==> src/rtl/dac_seq_pkg.sv <==
// rtl/dac_seq_pkg.sv - shared types and gen_cmd bit map for the DAC mode sequencer
package dac_seq_pkg;

  // PS-visible mode encoding
  typedef enum logic [1:0] {
    MODE_IDLE = 2'd0,
    MODE_RAND = 2'd1,
    MODE_TRIG = 2'd2,
    MODE_PWL  = 2'd3
  } dac_mode_t;

  // Sequencer states: halt -> settle -> (wait_pwl) -> run -> active
  typedef enum logic [2:0] {
    IDLE     = 3'd0,
    HALT     = 3'd1,
    SETTLE   = 3'd2,
    WAIT_PWL = 3'd3,
    RUN      = 3'd4,
    ACTIVE   = 3'd5
  } seq_state_t;

  // Low control bits of gen_cmd; the seed sits above them
  localparam int CMD_PWL  = 0;
  localparam int CMD_TRIG = 1;
  localparam int CMD_RAND = 2;
  localparam int CMD_HALT = 3;
  localparam int CMD_RST  = 4;
  localparam int CMD_W    = 5;

endpackage

==> src/rtl/dac_mode_sequencer.sv <==
// rtl/dac_mode_sequencer.sv - mode-change sequencer for the DAC generator (optional PWL_TIMEOUT_EN)
module dac_mode_sequencer
  import dac_seq_pkg::*;
#(
  parameter int BATCH_WIDTH   = 256,
  parameter int SETTLE_CYCLES = 8,
  parameter int PWL_TIMEOUT   = 65535
) (
  input  logic                   clk,
  input  logic                   rst_in_n,
  input  logic [1:0]             req_mode,
  input  logic [BATCH_WIDTH-1:0] req_seed,
  input  logic                   req_valid,
  output logic                   req_ready,
  output logic [BATCH_WIDTH+4:0] gen_cmd,
  output logic                   gen_cmd_valid,
  input  logic                   dac_cmd,
  input  logic                   dac_cmd_valid,
  output logic [1:0]             active_mode,
  output logic                   busy,
  output logic                   err_timeout
);

  // One counter serves both the settle countdown and the PWL wait count
  localparam int CNT_W = 16;
  localparam logic [CNT_W-1:0] SETTLE_LOAD = CNT_W'(SETTLE_CYCLES - 1);

  seq_state_t             state_q, state_d;
  logic [CNT_W-1:0]       cnt_q, cnt_d;
  dac_mode_t              mode_q, mode_d;
  logic [BATCH_WIDTH-1:0] seed_q, seed_d;
  dac_mode_t              active_q, active_d;
  logic                   pwl_rdy_q, pwl_rdy_d;

`ifdef PWL_TIMEOUT_EN
  localparam logic [CNT_W-1:0] TIMEOUT_LAST = CNT_W'(PWL_TIMEOUT - 1);
  logic err_q, err_d;
  assign err_timeout = err_q;
`else
  assign err_timeout = 1'b0;
`endif

  assign active_mode = active_q;

  // Next-state, command pulses and handshake outputs decoded from the current state
  always_comb begin
    state_d       = state_q;
    cnt_d         = cnt_q;
    mode_d        = mode_q;
    seed_d        = seed_q;
    active_d      = active_q;
    gen_cmd       = '0;
    gen_cmd_valid = 1'b0;
    req_ready     = 1'b0;
    busy          = 1'b0;
    // Readiness is evaluated on the value being loaded this cycle
    pwl_rdy_d     = dac_cmd_valid ? dac_cmd : pwl_rdy_q;
`ifdef PWL_TIMEOUT_EN
    err_d         = err_q;
`endif

    case (state_q)
      IDLE, ACTIVE: begin
        req_ready = 1'b1;
        if (req_valid) begin
          mode_d  = dac_mode_t'(req_mode);
          seed_d  = req_seed;
          state_d = HALT;
`ifdef PWL_TIMEOUT_EN
          err_d   = 1'b0;
`endif
        end
      end

      HALT: begin
        busy              = 1'b1;
        gen_cmd_valid     = 1'b1;
        gen_cmd[CMD_HALT] = 1'b1;
        active_d          = MODE_IDLE;
        cnt_d             = SETTLE_LOAD;
        state_d           = SETTLE;
      end

      SETTLE: begin
        busy = 1'b1;
        if (cnt_q == '0) begin
          case (mode_q)
            MODE_IDLE: state_d = IDLE;
            MODE_PWL:  state_d = WAIT_PWL;
            default:   state_d = RUN;
          endcase
        end else begin
          cnt_d = cnt_q - 1'b1;
        end
      end

      WAIT_PWL: begin
        busy = 1'b1;
        if (pwl_rdy_d) begin
          state_d = RUN;
        end
`ifdef PWL_TIMEOUT_EN
        else if (cnt_q == TIMEOUT_LAST) begin
          err_d   = 1'b1;
          state_d = IDLE;
        end else begin
          cnt_d = cnt_q + 1'b1;
        end
`endif
      end

      RUN: begin
        busy          = 1'b1;
        gen_cmd_valid = 1'b1;
        case (mode_q)
          MODE_RAND: begin
            gen_cmd[BATCH_WIDTH+4:CMD_W] = seed_q;
            gen_cmd[CMD_RAND]            = 1'b1;
          end
          MODE_TRIG: gen_cmd[CMD_TRIG] = 1'b1;
          MODE_PWL:  gen_cmd[CMD_PWL]  = 1'b1;
          default:   gen_cmd           = '0;
        endcase
        active_d = mode_q;
        state_d  = ACTIVE;
      end

      default: state_d = IDLE;
    endcase
  end

  // State and datapath registers; reset drops straight back to IDLE with no pulses
  always_ff @(posedge clk or negedge rst_in_n) begin
    if (!rst_in_n) begin
      state_q   <= IDLE;
      cnt_q     <= '0;
      mode_q    <= MODE_IDLE;
      seed_q    <= '0;
      active_q  <= MODE_IDLE;
      pwl_rdy_q <= 1'b0;
`ifdef PWL_TIMEOUT_EN
      err_q     <= 1'b0;
`endif
    end else begin
      state_q   <= state_d;
      cnt_q     <= cnt_d;
      mode_q    <= mode_d;
      seed_q    <= seed_d;
      active_q  <= active_d;
      pwl_rdy_q <= pwl_rdy_d;
`ifdef PWL_TIMEOUT_EN
      err_q     <= err_d;
`endif
    end
  end

endmodule

==> config.mk <==
export PLATFORM = sky130hd
export DESIGN_NAME = dac_mode_sequencer
export DESIGN_NICKNAME = d
export VERILOG_FILES = /design/src/rtl/dac_seq_pkg.sv /design/src/rtl/dac_mode_sequencer.sv
export SDC_FILE = /design/constraint.sdc
export NUM_CORES = 1
export LEC_CHECK = 0
export CAP_MARGIN = 20
export CORE_ASPECT_RATIO = 1.5
export CORE_MARGIN = 4
export CORE_UTILIZATION = 28
export CTS_BUF_LIST = sky130_fd_sc_hd__clkbuf_8
export DETAILED_ROUTE_END_ITERATION = 10
export PLACE_DENSITY = 0.62
export REMOVE_ABC_BUFFERS = 1
export SYNTH_ARGS = -nofsm -noshare
export SYNTH_HDL_FRONTEND = slang
export SYNTH_SLANG_ARGS = --single-unit
==> constraint.sdc <==
create_clock -name clk -period 2.3 [get_ports clk]
set_input_delay 0.69 -clock clk [delete_from_list [all_inputs] [get_ports clk]]
set_output_delay 0.69 -clock clk [all_outputs]
set_load 0.01 [all_outputs]
[After elaboration in Yosys (flattened, before gate mapping)]
Index checks and enable logic that the tools add are counted.
Cells by class
  divide/modulo/power cells: 0
  mux-type cells: 19
  $mul: 0
  add/sub/neg operators: 1
  order comparisons: 0
  bitwise gates (word level): 0
  equal/unequal tests: 12
  shift operators: 0
  reductions and logical operators: 11
Operators by type and width (number)
  $mux W257: 1
  $mux W256: 1
  $pmux W16 S2: 1
  $logic_not A16 Y1: 1
  $mux W16: 1
  $sub A16 B1 Y16 const B: 1
  $pmux W3 S5: 1
  $mux W3: 4
  $mux W1: 8
  $ne A2 B2 Y1 const B: 4
  $eq A3 B2 Y1 const B: 2
  $eq A3 B3 Y1 const B: 2
  $pmux W3 S2: 1
  $eq A2 B2 Y1 const B: 2
  $pmux W2 S2: 1
  $reduce_and A2 Y1: 2
  $reduce_bool A2 Y1: 2
  $reduce_or A2 Y1: 2
  $reduce_or A4 Y1: 1
  $eq A3 B1 Y1 const B: 1
  $logic_not A3 Y1: 1
  $reduce_and A3 Y1: 1
  $eq A2 B1 Y1 const B: 1
  $logic_not A2 Y1: 1
Word-level totals
  logic and storage cells: 49
  bits in latches: 0
  memory bits (writable): 0
  memories kept: 0
  output and inout bits: 267
  register bits: 280
  memory bits (read-only): 0

[Logic depth before layout (Yosys ltp)]
Gate-level depths: netlist (run 1).
  word-level depth: 4
  depth in mapped cells: 8
  mapped depth without buffers: 6

[Worst setup path after synthesis (run 1)]
Ideal clock, no wire load.
  path type: reg2out
  start point: register state_q[0]
  end point: output port gen_cmd[221]
  data required time: 1.610 ns
  buffers on the path: 4
  arrival: 1.718 ns
  stages on the path, launching flop included: 8
  slack: -0.108 ns
  cell sequence: dfrtp_1 clkbuf_2 nor2_1 and3_1 clkbuf_1 clkbuf_1 clkbuf_1 and2_1
On the way
  word-level cells in the longest chain between the ends: 2
RTL lines
  start: declaration: line dac_mode_sequencer.sv:28  | seq_state_t state_q, state_d;
  start signal: assignment: line dac_mode_sequencer.sv:145  | state_q <= state_d;
  $eq A3 B3 Y1: line dac_mode_sequencer.sv:62  | case (state_q)
  $mux W257: line dac_mode_sequencer.sv:62
  end: declaration: line dac_mode_sequencer.sv:15  | output logic [BATCH_WIDTH+4:0] gen_cmd,
No other way between the ends.

[Worst setup path in the final report (run 1)]
  start point: register mode_q[0]
  end point: output port gen_cmd[41]
On the way
  word-level cells in the longest chain between the ends: 3
RTL lines
  start: declaration: line dac_mode_sequencer.sv:30  | dac_mode_t mode_q, mode_d;
  start signal: assignment: line dac_mode_sequencer.sv:147  | mode_q <= mode_d;
  $eq A2 B1 Y1: line dac_mode_sequencer.sv:115  | case (mode_q)
  $mux W256: line dac_mode_sequencer.sv:115
  $mux W257: line dac_mode_sequencer.sv:62
No other way between the ends.

==> results of run 1 <==
[per-layer routing]
layer	vias to the layer above	track usage (%)	wire [um]	part of all wire (%)
met5	-	0	13	0.029
met4	2	6.47	1450	3.2
met2	323	31.0	25000	55
met3	78	3.74	2380	5.2
li1	4633	-	-	-
met1	4972	18.1	16500	36
[layout by cell type (no fill, tap or decap), types with 4 or more instances in the layout]
cell and n:
and3_1 5, nor2_1 8, or3_1 4, clkinv_2 4, nand2_1 13, buf_4 65
buf_12 29, diode_2 12, inv_1 19, buf_6 97, buf_8 11, clkdlybuf4s50_1 276
o21ai_0 5, dfrtp_1 280, mux2i_1 10, nor4_1 6, clkbuf_2 96, nand3_1 6
and2_4 73, buf_2 60, mux2_2 258, dlymetal6s2s_1 7, a21oi_1 6, and2_1 184
clkbuf_16 10, nor3_1 4, clkbuf_8 67
[worst max-delay path by stage]
stage | slack, ps | cells past startpoint | to | start
finish | -780 | 10 | gen_cmd[41] | mode_q[0]
global placement | -330 | 6 | gen_cmd[75] | state_q[0]
CTS | -920 | 6 | gen_cmd[180] | mode_q[1]
detailed placement | -310 | 6 | gen_cmd[75] | state_q[0]
floorplan | -5420 | 4 | mode_q[0] | state_q[0]
global route | -900 | 10 | gen_cmd[161] | mode_q[0]
[power breakdown]
| group | switching, W | internal (W) |
|---|---|---|
| registers | 0.00142 | 0.00741 |
| logic | 0.00291 | 0.00464 |
| clock network | 0.00209 | 0.00291 |
| total | 0.00641 | 0.0150 |
[final cells by class]
cell class	count	area [um2]
clock inverters	19	160
multi-input cells	631	5490
diodes	12	30.0
repair buffers	652	6230
flip-flops and latches	280	7010
clock buffers	67	922
inverters	10	37.5
well taps	582	728
fillers	4198	24100
[repair_timing]
item                                    4_1_cts  5_1_grt
buffers inserted                              0       53
pin swaps                                     2       31
endpoints found under the hold margin         0        0
resized for setup                           210      741
endpoints found under the setup margin      265      265
gates cloned                                  0       15
[state kept, by name (all words and copies together) (netlist names)]
name and flops:
mode_q 2, seed_q 256, cnt_q 16, active_mode 2, state_q 3, pwl_rdy_q 1
[critical path, cell delays in order, from the launching register on]
cell,delay [ps]
dfrtp_1,390
ha_2,180
and3_4,170
buf_4,140
buf_12,130
buf_4,130
buf_8,110
buf_6,120
clkbuf_16,150
and2_1,150
buf_2,140
[per-stage QoR]
step | hold slack [ps] | setup WS [ps] | instances | power [W]
floorplan | 394 | -5420 | 921 | 0.0120
global placement | 480 | -329 | 2090 | 0.0159
detailed placement | 487 | -306 | 2090 | 0.0162
CTS | 20.2 | -924 | 2176 | 0.0213
global route | 55.4 | -896 | 2250 | 0.0227
finish | 60.7 | -782 | 2253 | 0.0214
[kinds of logic after synthesis]
| family | synth area share [%] |
|---|---|
| and+or+nand+nor | 15.8 |
| DFF | 55.6 |
| muxes | 23.8 |
| buffers and inverters | 2.68 |
| AOI/OAI and AO/OA | 1.53 |
| adders and majority gates | 0.397 |
| xor gates and xnor gates | 0.139 |
| other | 0.0298 |
==> results.sh, run 1 <==
export IMPL_wl_um=45400
export IMPL_rrSetupSlack_ps=170
export IMPL_rows=95
export IMPL_r2r_start="cnt_q[10]"
export IMPL_synth_top_cell_by_area="dfrtp_1"
export IMPL_run_status="finished with violations"
export IMPL_grt_max_degree=71
export IMPL_ys_top_cells_by_area="dfrtp_1, mux2_2, and2_1"
export IMPL_ir_drop_mv=0.589
export IMPL_cts_max_level=2
export IMPL_reg2reg_depth=4
export IMPL_synth_seq_cells=280
export IMPL_synth_top_flop_cell="dfrtp_1"
export IMPL_grt_pass1_vias=10400
export IMPL_place_area_um2=19100
export IMPL_avgViaCountPerCell=4.44
export IMPL_die_h_um=268
export IMPL_clock_latency_ps=560
export IMPL_synth_area_um2=12600
export IMPL_postSynth_asyncResetShare_pct=100
export IMPL_hold_viol_final=0
export IMPL_leakage_nw=9.52
export IMPL_final_setup_tns_ps=-143880
export IMPL_vias=10000
export IMPL_fin_worst_skew_ps=21.8
export IMPL_fmax_mhz=324
export IMPL_cts_clk_slew_worst_paths_ps=60
export IMPL_final_util_pct=46.1
export IMPL_cts_tree="yes"
export IMPL_synth_edf_count=0
export IMPL_ant_nets=0
export IMPL_final_setup_worst_slack_ps=-782
export IMPL_cp_start_kind="register"
export IMPL_syn_area_per_cell_um2=12.8
export IMPL_max_slew_margin_rel_pct=61.9
export IMPL_cts_sinks=280
export IMPL_yosysMostFrequentCell="dfrtp_1"
export IMPL_seq_area_frac_synth_pct=55.6
export IMPL_cap_violations=0
export IMPL_gp_congestion=0.858
export IMPL_rsz0062_at_grt="yes"
export IMPL_post_route_period_util_pct=134
export IMPL_synth_top_cell_area_share_pct=55.6
export IMPL_fp_dieW_um=181
export IMPL_cp_max_fo=8
export IMPL_drc=0
export IMPL_numCtsBuffers=47
export IMPL_place_hpwl_um=32500
export IMPL_drive_gt1_share_pct=47.6
export IMPL_wl_per_cell_um=20.1
export IMPL_synth_common_cells="dfrtp_1, mux2_2, and2_1"
export IMPL_syn_inst=986
export IMPL_drv_slew=0
export IMPL_cts_buffer_depth=3
export IMPL_antenna_found_initial=11
export IMPL_ios=530
export IMPL_power_density_nw_per_um2=1040
export IMPL_hold_buffers=0
export IMPL_failed_checks="setup timing"
export IMPL_drt_iter0_markers=410
export IMPL_worst_setup_path_type="reg2out"
export IMPL_grt_pass1_wl_um=63000
export IMPL_synth_cell_type_count=44
export IMPL_tightest_slew_ps=566
export IMPL_arrival_ps=2390
export IMPL_setup_viol=259
export IMPL_portBuffers=527
export IMPL_worstPathRequired_ps=1610
export IMPL_first_pass_iters=4
export IMPL_layout_nets=1889
export IMPL_yosysWarnings=0
export IMPL_final_area_um2=20600
export IMPL_worst_setup_path_end_kind="primary output"
export IMPL_r2r_end="cnt_q[1]"
export IMPL_coreArea_um2=44700
export IMPL_clockRootBuffer="clkbuf_8"
export IMPL_period_needed_ps=3080
export IMPL_hold_path_class="in2async"
export IMPL_track_usage_pct=16.6
export IMPL_syn_to_final_growth_pct=63.5
export IMPL_start_util_pct=28.2
export IMPL_die_area_um2=48500
export IMPL_grt_overflow_total=0
(Power assumes the default switching activity.)
==> run 2: changes to the inputs <==
--- a/config.mk
+++ b/config.mk
@@ -6,12 +6,11 @@
 export NUM_CORES = 1
 export LEC_CHECK = 0
 export CAP_MARGIN = 20
-export CORE_ASPECT_RATIO = 1.5
-export CORE_MARGIN = 4
-export CORE_UTILIZATION = 28
+export CORE_AREA = 4 4 207 209
 export CTS_BUF_LIST = sky130_fd_sc_hd__clkbuf_8
 export DETAILED_ROUTE_END_ITERATION = 10
-export PLACE_DENSITY = 0.62
+export DIE_AREA = 0 0 211 213
+export PLACE_DENSITY = 0.66
 export REMOVE_ABC_BUFFERS = 1
 export SYNTH_ARGS = -nofsm -noshare
 export SYNTH_HDL_FRONTEND = slang
==> results.sh, run 2 (synthesis gave the netlist of run 1 again) <==
export IMPL_run_status="finished with violations"
export IMPL_failed_checks="setup timing"
export IMPL_max_slew_margin_rel_pct=60.5
export IMPL_portBuffers=527
export IMPL_rsz0062_at_grt="yes"
export IMPL_cp_max_fo=8
export IMPL_die_h_um=213
export IMPL_coreArea_um2=40800
export IMPL_clock_latency_ps=610
export IMPL_fp_dieW_um=211
export IMPL_ios=530
export IMPL_tightest_slew_ps=589
export IMPL_crit_top_cell="buf_6"
export IMPL_grt_pass1_vias=10400
export IMPL_power_density_nw_per_um2=1010
export IMPL_fin_worst_skew_ps=28.5
export IMPL_top_usage_layer="met2"
export IMPL_use_met2_pct=30.0
export IMPL_p_int_w=0.0146
export IMPL_cts_tree="yes"
export IMPL_mostFrequentLayoutCells="dfrtp_1, clkdlybuf4s50_1, mux2_2"
export IMPL_fmax_mhz=345
export IMPL_rows=74
export IMPL_first_pass_iters=4
export IMPL_p_sw_share_pct=30.4
export IMPL_use_met3_pct=5.50
export IMPL_layout_commonest_cell="dfrtp_1"
export IMPL_gp_congestion=0.810
export IMPL_antenna_cells=0
export IMPL_pwr_share_clk_pct=21.9
export IMPL_cts_max_level=2
export IMPL_layout_nets=1879
export IMPL_slowest_delay_ps=370
export IMPL_slowest_stage="dfrtp_1"
export IMPL_top_register="seed_q"
export IMPL_nFillCells=3578
export IMPL_cp_start_kind="register"
export IMPL_place_hpwl_um=30200
export IMPL_vias=9980
export IMPL_cts_sinks=280
export IMPL_ant_nets=0
export IMPL_largest_reg_flops=256
export IMPL_finalPower_w=0.0210
export IMPL_syn_to_final_growth_pct=65.9
export IMPL_leakage_nw=9.63
export IMPL_track_usage_pct=17.3
export IMPL_final_setup_tns_ps=-126460
export IMPL_grt_overflow_total=0
export IMPL_die_area_um2=44900
export IMPL_drc=0
export IMPL_avgViaCountPerCell=4.58
export IMPL_wl_per_cell_um=20.0
export IMPL_numCtsBuffers=50
export IMPL_final_setup_worst_slack_ps=-598
export IMPL_ir_drop_mv=0.716
export IMPL_cap_violations=0
export IMPL_antenna_found_initial=0
export IMPL_setup_viol=260
export IMPL_crit_path_cell_trace="inv_1 > ha_2 > and3_4 > buf_12 > buf_6 > buf_6 > clkbuf_16 > and2_4 > buf_6"
export IMPL_wl_um=43700
export IMPL_period_needed_ps=2900
export IMPL_cts_buffer_depth=3
export IMPL_drive_gt1_share_pct=52.3
export IMPL_switchingPower_w=0.00640
export IMPL_reg_top3="seed_q x256, cnt_q x16, state_q x3"
export IMPL_p_seq_share_pct=41.8
export IMPL_start_util_pct=30.9
export IMPL_post_route_period_util_pct=126
export IMPL_worstPathRequired_ps=1610
export IMPL_grtUsageMet1_pct=20.9
export IMPL_hold_path_class="reg2reg"
export IMPL_drv_slew=0
export IMPL_grt_max_degree=55
export IMPL_cts_clk_slew_worst_paths_ps=60
export IMPL_arrival_ps=2210
export IMPL_worst_setup_path_end_kind="primary output"
export IMPL_clockRootBuffer="clkbuf_8"
export IMPL_drt_iter0_markers=357
export IMPL_worst_setup_path_type="reg2out"
export IMPL_grt_pass1_wl_um=60900
export IMPL_pwr_share_comb_pct=36.3
export IMPL_hold_viol_final=0
-- run 2: changes by cell type in the layout (fill, tap and decap cells not counted), sizes merged --
cell / change
inv: +10
dlygate4sd3: +1
clkinvlp: +2
clkbuf: -67
diode: -12
buf: +65
dlymetal6s2s: -3
clkinv: -2
bufinv: -2
clkdlybuf4s50: -15
-- run 2: repair_timing --
action	CTS	global route
hold endpoints to repair	36	0
pin swaps	0	101
endpoints found under the setup margin	265	265
buffers inserted	5	36
hold buffers	1	0
gates resized for setup	391	876
cloned	4	16
-- run 2: layout make-up --
| type | count | area, um2 | area share (%) |
|---|---|---|---|
| clock inverters | 27 | 146 | 0.700 |
| well taps | 532 | 666 | 3.18 |
| clock buffers | 61 | 840 | 4.02 |
| repair buffers | 639 | 6530 | 31.2 |
| flip-flops and latches | 280 | 7010 | 33.5 |
| multi-input cells | 631 | 5690 | 27.2 |
| inverters | 10 | 37.5 | 0.180 |
-- run 2: per-stage QoR --
| stage | area, um2 | util [%] | hold slack (ps) | cells | worst slack, ps |
|---|---|---|---|---|---|
| final | 20900 | 51.2 | 497 | 2180 | -598 |
| after global routing | 20900 | 51.2 | 509 | 2180 | -707 |
| after CTS | 19900 | 48.7 | 500 | 2132 | -869 |
| after detailed placement | 18900 | 46.3 | 487 | 2034 | -302 |
| after global placement | 18900 | 46.3 | 480 | 2034 | -320 |
| after floorplan | 12300 | - | 394 | 921 | -5420 |
-- run 2: critical path, delay by kind of cell (launching register included) --
kind,cells,cell delay (ps)
buffers and inverters,6,690
flip-flops,1,370
AND/OR/NAND/NOR,2,390
adder cells (fa/ha/maj),1,150
-- run 2: power by group through the flow --
stage | Combinational (W) | Clock, W | Sequential [W]
2_1_floorplan | 0.00383 | 0 | 0.00817
3_3_place_gp | 0.00704 | 0 | 0.00864
3_5_place_dp | 0.00724 | 0 | 0.00872
4_1_cts | 0.00728 | 0.00478 | 0.00865
5_1_grt | 0.00826 | 0.00498 | 0.00907
6_report | 0.00765 | 0.00461 | 0.00879
-- run 2: routing by layer --
metal  vias to the layer above  routed length [um]
met5                         -                   0
met4                         0                 976
met3                        68                3440
met2                       341               22200
met1                      4972               17100
li1                       4599                   -
-- run 2: final timing paths --
path | start | endpoint | slack (ps) | cells past startpoint
min in group asynchronous | rst_in_n | seed_q[124] | 610 | 2
max in group asynchronous | rst_in_n | seed_q[152] | 1020 | 3
worst max-delay path | mode_q[1] | gen_cmd[209] | -600 | 9
worst min register to register | seed_q[241] | seed_q[241] | 500 | 1
worst max register to register | state_q[0] | cnt_q[12] | 150 | 7
worst min-delay path | seed_q[241] | seed_q[241] | 500 | 1
==> run 3: changes to the inputs <==
--- a/config.mk
+++ b/config.mk
@@ -8,6 +8,7 @@
 export CAP_MARGIN = 20
 export CORE_AREA = 4 4 207 209
 export CTS_BUF_LIST = sky130_fd_sc_hd__clkbuf_8
+export CTS_CLUSTER_SIZE = 14
 export DETAILED_ROUTE_END_ITERATION = 10
 export DIE_AREA = 0 0 211 213
 export PLACE_DENSITY = 0.66
==> results.sh, run 3 (synthesis gave the netlist of run 1 again) <==
export IMPL_cts_max_level=2
export IMPL_failed_checks="setup timing"
export IMPL_cts_tree="yes"
export IMPL_reg2reg_depth=7
export IMPL_r2r_end="cnt_q[15]"
export IMPL_layout_commonest_cell="dfrtp_1"
export IMPL_cap_violations=0
export IMPL_wl_per_cell_um=20.0
export IMPL_power_density_nw_per_um2=1000
export IMPL_max_slew_margin_rel_pct=59.7
export IMPL_mostFrequentLayoutCells="dfrtp_1, clkdlybuf4s50_1, mux2_2"
export IMPL_vias=9977
export IMPL_setup_viol=260
export IMPL_rows=74
export IMPL_cts_sinks=280
export IMPL_fin_cells=2184
export IMPL_coreArea_um2=40800
export IMPL_placed_cells=2034
export IMPL_place_hpwl_um=30200
export IMPL_finalPower_w=0.0211
export IMPL_slowest_stage="dfrtp_1"
export IMPL_start_util_pct=30.9
export IMPL_nFillCells=3578
export IMPL_cts_buffer_depth=3
export IMPL_die_area_um2=44900
export IMPL_wl_um=43700
export IMPL_run_status="finished with violations"
export IMPL_reg_top3="seed_q x256, cnt_q x16, state_q x3"
export IMPL_arrival_ps=2210
export IMPL_crit_path_cell_trace="inv_1 > ha_2 > and3_4 > buf_12 > buf_6 > buf_6 > clkbuf_16 > and2_4 > buf_6"
export IMPL_antenna_found_initial=0
export IMPL_worst_setup_path_end_kind="primary output"
export IMPL_first_pass_iters=4
export IMPL_drive_gt1_share_pct=52.7
export IMPL_die_h_um=213
export IMPL_cts_clk_slew_worst_paths_ps=60
export IMPL_ir_drop_mv=0.587
export IMPL_grt_max_degree=55
export IMPL_holdPathStages=1
export IMPL_drt_iter0_markers=423
export IMPL_hold_viol_final=0
export IMPL_tightest_slew_ps=600
export IMPL_rrSetupSlack_ps=150
export IMPL_slowest_delay_ps=370
export IMPL_syn_to_final_growth_pct=66.6
export IMPL_crit_top_cell="buf_6"
export IMPL_top_register="seed_q"
export IMPL_min_to="seed_q[144]"
export IMPL_grt_pass1_vias=10500
export IMPL_post_route_period_util_pct=126
export IMPL_layout_nets=1879
export IMPL_drc=0
export IMPL_drv_slew=0
export IMPL_ant_nets=0
export IMPL_cp_start_kind="register"
export IMPL_fin_worst_skew_ps=26.9
export IMPL_grt_overflow_total=0
export IMPL_clockRootBuffer="clkbuf_8"
export IMPL_min_from="seed_q[144]"
export IMPL_worst_setup_path_type="reg2out"
export IMPL_portBuffers=527
export IMPL_clock_latency_ps=610
export IMPL_final_setup_worst_slack_ps=-597
export IMPL_grt_pass1_wl_um=60900
export IMPL_track_usage_pct=17.3
export IMPL_r2r_start="state_q[0]"
export IMPL_hold_path_class="reg2reg"
export IMPL_antenna_cells=0
export IMPL_numCtsBuffers=50
export IMPL_cp_startpoint="mode_q[1]"
export IMPL_fp_dieW_um=211
export IMPL_gp_congestion=0.810
export IMPL_largest_reg_flops=256
export IMPL_period_needed_ps=2900
export IMPL_leakage_nw=9.66
export IMPL_cp_max_fo=8
export IMPL_fmax_mhz=345
export IMPL_avgViaCountPerCell=4.57
export IMPL_worstPathRequired_ps=1610
export IMPL_ios=530
export IMPL_rsz0062_at_grt="yes"
run 3: changes by cell type in the layout (fill, tap and decap cells not counted), moves of 2 or more:
cell / previous run / this run
and2_1: 107 / 103
and2_4: 150 / 154
buf_2: 76 / 72
buf_4: 51 / 46
buf_6: 158 / 164
clkbuf_8: 61 / 64
clkinv_2: 3 / 5
run 3: final cells by class:
class,instances,area (um2),share of cell area (%)
Clock buffer,64,881,4.20
Multi-Input combinational cell,631,5680,27.1
Tap cell,532,666,3.17
Inverter,10,37.5,0.179
Timing Repair Buffer,639,6590,31.4
Sequential cell,280,7010,33.4
Clock inverter,28,131,0.626
run 3: worst max-delay path, delay by kind of cell (launching register included):
family                   cells  cell delay (ps)
buffers and inverters        6              690
AND/OR/NAND/NOR              2              390
flip-flops                   1              370
adder cells (fa/ha/maj)      1              150
run 3: metrics by stage:
step | hold WS (ps) | area, um2 | utilization [%] | TNS (ps) | worst slack, ps
after floorplan | 394 | 12300 | - | -2047200 | -5420
after global placement | 480 | 18900 | 46.3 | -49880 | -320
after detailed placement | 487 | 18900 | 46.3 | -42270 | -302
after CTS | 500 | 19900 | 48.8 | -184440 | -867
after global routing | 509 | 21000 | 51.4 | -158320 | -715
final | 497 | 21000 | 51.4 | -125930 | -597
run 3: routing by layer:
| layer | global-route usage (%) | share of wire, % |
|---|---|---|
| met5 | 0 | 0 |
| met1 | 20.9 | 38 |
| met3 | 5.54 | 8.3 |
| met4 | 4.45 | 2.0 |
| met2 | 29.9 | 51 |
run 3: how the worst max path moves through the flow:
stage                   end  slack (ps)  depth (start not counted)
2_1_floorplan     mode_q[0]       -5420                          4
3_3_place_gp   gen_cmd[257]        -320                          7
3_5_place_dp   gen_cmd[257]        -300                          6
4_1_cts        gen_cmd[245]        -870                          7
5_1_grt         gen_cmd[24]        -720                          9
6_report       gen_cmd[209]        -600                          9
run 3: report_power, final:
group | internal [W] | switching, W
registers | 0.00741 | 0.00138
logic | 0.00474 | 0.00290
clock network | 0.00250 | 0.00213
total | 0.0147 | 0.00641
run 3: what timing repair did:
item,in CTS,in global routing
hold buffers,1,0
pin swaps,0,106
buffers inserted,5,35
endpoints found under the setup margin,265,265
cloned,4,17
gates resized for setup,391,886
hold endpoints to repair,36,0
